`src/rtl/pipe_run_ctrl.sv`:
```
// pipe_run_ctrl: run/step/drain controller for a pipelined core; STEP mode enabled by PIPE_RUN_CTRL_STEP_EN.
module pipe_run_ctrl #(
  parameter int N_STAGES = 5,
  parameter int NB_INSTR = 32,
  parameter int NB_OPCODE = 6,
  parameter logic [NB_OPCODE-1:0] HALT_OPCODE = 6'b111111,
  parameter int NB_CYCLES = 32
) (
  input  logic                 i_clock,
  input  logic                 i_reset,
  input  logic                 i_start,
  input  logic                 i_step,
  input  logic                 i_stop,
  input  logic                 i_clear,
  input  logic [NB_INSTR-1:0]  i_instr,
  output logic                 o_valid,
  output logic                 o_fetch_stall,
  output logic                 o_done,
  output logic [NB_CYCLES-1:0] o_cycles,
  output logic [2:0]           o_state
);
  localparam int NB_DRAIN = $clog2(N_STAGES);
  typedef enum logic [2:0] {IDLE = 3'd0, RUN = 3'd1, STEP = 3'd2, DRAIN = 3'd3, DONE = 3'd4} state_t;
  state_t state, nxt;
  logic [NB_DRAIN-1:0] drain_cnt;
  logic halt, step_req, clear_ok;
  logic unused_bits;
`ifdef PIPE_RUN_CTRL_STEP_EN
  assign step_req = i_step;
  assign unused_bits = ^i_instr;
`else
  assign step_req = 1'b0;
  assign unused_bits = ^{i_instr, i_step};
`endif
  assign o_valid = state == RUN || state == STEP || state == DRAIN;
  assign o_fetch_stall = state == DRAIN;
  assign o_done = state == DONE;
  assign o_state = state;
  assign halt = o_valid && i_instr[NB_INSTR-1 -: NB_OPCODE] == HALT_OPCODE;
  assign clear_ok = i_clear && (state == IDLE || state == DONE);
  always_comb begin
    nxt = state;
    case (state)
      IDLE:    nxt = i_start ? RUN : step_req ? STEP : IDLE;
      RUN:     nxt = i_stop ? IDLE : halt ? DRAIN : RUN;
      STEP:    nxt = halt ? DRAIN : IDLE;
      DRAIN:   nxt = drain_cnt == NB_DRAIN'(1) ? DONE : DRAIN;
      DONE:    nxt = i_clear ? IDLE : DONE;
      default: nxt = IDLE;
    endcase
  end
  always_ff @(posedge i_clock or posedge i_reset) begin
    if (i_reset) begin
      state <= IDLE;
      drain_cnt <= '0;
      o_cycles <= '0;
    end else begin
      state <= nxt;
      drain_cnt <= (nxt == DRAIN && state != DRAIN) ? NB_DRAIN'(N_STAGES - 1) :
                   state == DRAIN ? drain_cnt - NB_DRAIN'(1) : drain_cnt;
      o_cycles <= clear_ok ? '0 :
                  (o_valid && o_cycles != '1) ? o_cycles + NB_CYCLES'(1) : o_cycles;
    end
  end
endmodule

```
`config.mk`:
```
export PLATFORM = sky130hd
export DESIGN_NAME = pipe_run_ctrl
export DESIGN_NICKNAME = d
export VERILOG_FILES = /design/src/rtl/pipe_run_ctrl.sv
export SDC_FILE = /design/constraint.sdc
export NUM_CORES = 1
export LEC_CHECK = 0
export ABC_AREA = 1
export BUFFER_PORTS_ARGS = -buffer_cell sky130_fd_sc_hd__clkbuf_2
export CAP_MARGIN = 20
export CORE_UTILIZATION = 47
export CTS_CLUSTER_DIAMETER = 40
export DETAILED_ROUTE_END_ITERATION = 16
export PLACE_DENSITY = 0.86
export SLEW_MARGIN = 10
export SYNTH_ARGS = -nofsm -noshare
export SYNTH_HDL_FRONTEND = slang
export SYNTH_SLANG_ARGS = --single-unit
```
`constraint.sdc`:
```
create_clock -name i_clock -period 1.7 [get_ports i_clock]
set_input_delay 0.255 -clock i_clock [delete_from_list [all_inputs] [get_ports i_clock]]
set_output_delay 0.255 -clock i_clock [all_outputs]
set_load 0.05 [all_outputs]
```
==> flow_metrics.env <==
export IMPL_row_count=26
export IMPL_drc_errors=0
export IMPL_critPathRequiredTime_ns=1.44
export IMPL_place_congestion=0.9515
export IMPL_synth_simple_gate_area_share=0.4859
export IMPL_syn_cell_area_sq_mm=0.002572
export IMPL_ys_flop_type="dfrtp_1"
export IMPL_setup_violations=0
export IMPL_root_buffer="clkbuf_8"
export IMPL_synth_area_per_cell_sq_um=6.513
export IMPL_switching_share=0.3350
export IMPL_path_clk_slew_ns=0.08
export IMPL_maxCapViolations=0
export IMPL_h_tree_depth=2
export IMPL_setup_ws_ns=0.05819
export IMPL_ys_types=29
export IMPL_period_share=0.9658
export IMPL_worst_setup_path_type="flop to output port"
export IMPL_antenna_found_initial=0
export IMPL_total_power_w=0.002424
export IMPL_worstSkewPairLatency_ns=0.29
export IMPL_cp_slowest_stage_delay_ns=0.45
export IMPL_yosys_area_top_type_share=0.3696
export IMPL_synth_area_leaders="dfrtp_1 (37%), nand2_1 (24%), nor2_1 (8.8%), nand3_1 (5.3%), inv_1 (5.1%)"
export IMPL_power_switching_w=0.0008120
export IMPL_worstMarginPinSlew_ns=0.4883
export IMPL_drt_iter0_markers=261
export IMPL_intPower_w=0.001612
export IMPL_overflow=0
export IMPL_vias=2925
export IMPL_critPathLaunchType="flop"
export IMPL_place_hpwl_um=5520
export IMPL_path_buf_inv=3
export IMPL_gr_usage_all_layers=0.2620
export IMPL_cts_tree="yes"
export IMPL_slew_limit_headroom=0.6745
export IMPL_die_area_sq_mm=0.005773
export IMPL_end_kind="output port"
export IMPL_ctsLongestPathBuffers=2
export IMPL_arrival_ns=1.39
export IMPL_fp_dieW_um=75.98
export IMPL_synth_most_common_cell="nand2_1"
export IMPL_yosys_top_cells_count="nand2_1 (166), nor2_1 (60), dfrtp_1 (38)"
export IMPL_grt_pass1_wl_um=12200
export IMPL_crit_chain="nor2_4 > inv_1 > nand2_2 > clkinvlp_4 > buf_8"
export IMPL_hp_class="input pin to asynchronous set/reset pin"
export IMPL_ir_worst_vdd_uv=349.8
export IMPL_combPwrFrac=0.282
export IMPL_final_antenna_net_count=0
export IMPL_wl_per_cell_um=13.03
export IMPL_synthCells=395
export IMPL_yosys_warnings=0
export IMPL_coreArea_sq_mm=0.005205
export IMPL_synth_xor_area_frac=0.03405
export IMPL_synthArstFlopShare=1.000
export IMPL_max_freq_ghz=0.6091
export IMPL_synth_area_leader_cell="dfrtp_1"
export IMPL_clock_sinks=38
export IMPL_diodes=0
export IMPL_outcome="completed"
export IMPL_viasPerCell=5.205
export IMPL_min_period_ns=1.642
export IMPL_place_ws_ns=0.05931
export IMPL_drive_above_1_share=0.3272
export IMPL_clock_skew_ns=0.006843
export IMPL_fill_cells=450
export IMPL_syn_nets=436
export IMPL_maxSlewViolCount=0
export IMPL_pwr_share_seq=0.416
export IMPL_pwr_share_clk=0.302
export IMPL_reg2regPathDepth=11
export IMPL_finalHoldViolCount=0
export IMPL_synth_top_family_by_area="simple AND/OR/NAND/NOR gates"
export IMPL_first_pass_iters=6
export IMPL_synth_edff_count=0
export IMPL_synth_compound_area_frac=0.02237
export IMPL_cp_max_fo=6
export IMPL_slowest_stage="dfrtp_2"
export IMPL_die_y_um=75.98
export IMPL_synthMuxAreaShare=0
export IMPL_powerDensity_mw_per_mm2=698.6
export IMPL_path_delay_family="flip-flops"
export IMPL_portBuffers=48
export IMPL_pin_count=76
export IMPL_syn2layout_area_growth_pct=34.87
export IMPL_grt_pass1_vias=2730
export IMPL_synth_seq_cells=38
export IMPL_numCtsBuffers=5
export IMPL_synth_fa_ha_area_frac=0.01459
export IMPL_final_nets=532
export IMPL_routed_wl_um=7324
export IMPL_synth_seq_area_share=0.3696
export IMPL_start_util=0.4942
export IMPL_grt_max_degree=39
export IMPL_crit_cells=5
export IMPL_leakage_nw=1.751
tightest hold or removal path, delay by kind of cell:
kind                   cells  cell delay, ns
buffers and inverters      3            0.53
cell usage in the layout (no fill, tap or decap), drive strengths merged:
cell type  instances
nand2            170
nor2              64
clkbuf            55
buf               50
dfrtp             38
inv               36
nand3             27
nand4             21
xor2               7
or2                5
xnor2              3
o21ai              3
ha                 3
nand3b             2
o22ai              2
a21oi              2
clkinvlp           1
o21bai             1
nor3               1
o2111ai            1
cell type report:
type | instances | area [sq um] | share of cell area
clock buffers | 8 | 110.1 | 0.03173
inverters | 37 | 145.1 | 0.04183
multi-input cells | 312 | 1481 | 0.4270
flip-flops and latches | 38 | 987.2 | 0.2845
well taps | 70 | 87.58 | 0.02524
repair buffers | 97 | 658.1 | 0.1897
timing repair:
action / 4_1_cts / 5_1_grt
gates resized for setup: 2 / 11
pin swaps: 0 / 4
setup buffers: 0 / 6
setup endpoints to repair: 1 / 31
hold buffers: 0 / 0
registers in the layout (all words and copies together) (netlist names):
register / count
drain_cnt: 3
o_cycles: 32
o_state: 3
layer usage:
metal | track usage | wire (um) | vias to the layer above
met3 | 0.03713 | 480 | 18
met5 | 0 | 0 | -
met1 | 0.3374 | 3091 | 1354
met2 | 0.4518 | 3627 | 126
met4 | 0.08846 | 125 | 0
li1 | - | - | 1427
cell families after synthesis:
kind of cell | count (synthesis)
buffers and inverters | 45
AO/OA/AOI/OAI | 9
XOR/XNOR | 10
AND/OR/NAND/NOR | 290
adder cells (fa/ha/maj) | 3
flip-flops | 38
final timing paths:
kind,end,startpoint,slack (ns)
setup / recovery,o_valid,o_state[1],0.06
hold / removal,o_cycles[9],i_reset,0.05
setup reg to reg,o_cycles[29],o_cycles[11],0.07
hold reg to reg,drain_cnt[0],drain_cnt[0],0.51
max in group asynchronous,o_cycles[17],i_reset,1.28
min in group i_clock,o_state[2],i_clear,0.19
power groups by stage:
stage / Sequential, W / Clock (W) / Combinational [W]
detailed placement: 0.00102 / 0 / 0.000649
finish: 0.00101 / 0.000732 / 0.000683
global placement: 0.00102 / 0 / 0.000634
floorplan: 0.00116 / 0 / 0.000295
global route: 0.00102 / 0.000781 / 0.000738
CTS: 0.00101 / 0.000744 / 0.000659
metrics by stage:
stage | hold slack, ns | setup TNS (ns) | instances | utilization | instance area [sq um]
after floorplan | 0.3604 | -3.031 | 395 | - | 2641
after detailed placement | 0.3820 | 0 | 548 | 0.6300 | 3279
after global placement | 0.3743 | 0 | 548 | 0.6300 | 3279
final | 0.04983 | 0 | 562 | 0.6666 | 3470
after CTS | 0.06893 | 0 | 556 | 0.6529 | 3398
after global routing | 0.1164 | -0.1936 | 562 | 0.6666 | 3470
Power figures use the tool's default switching activity.
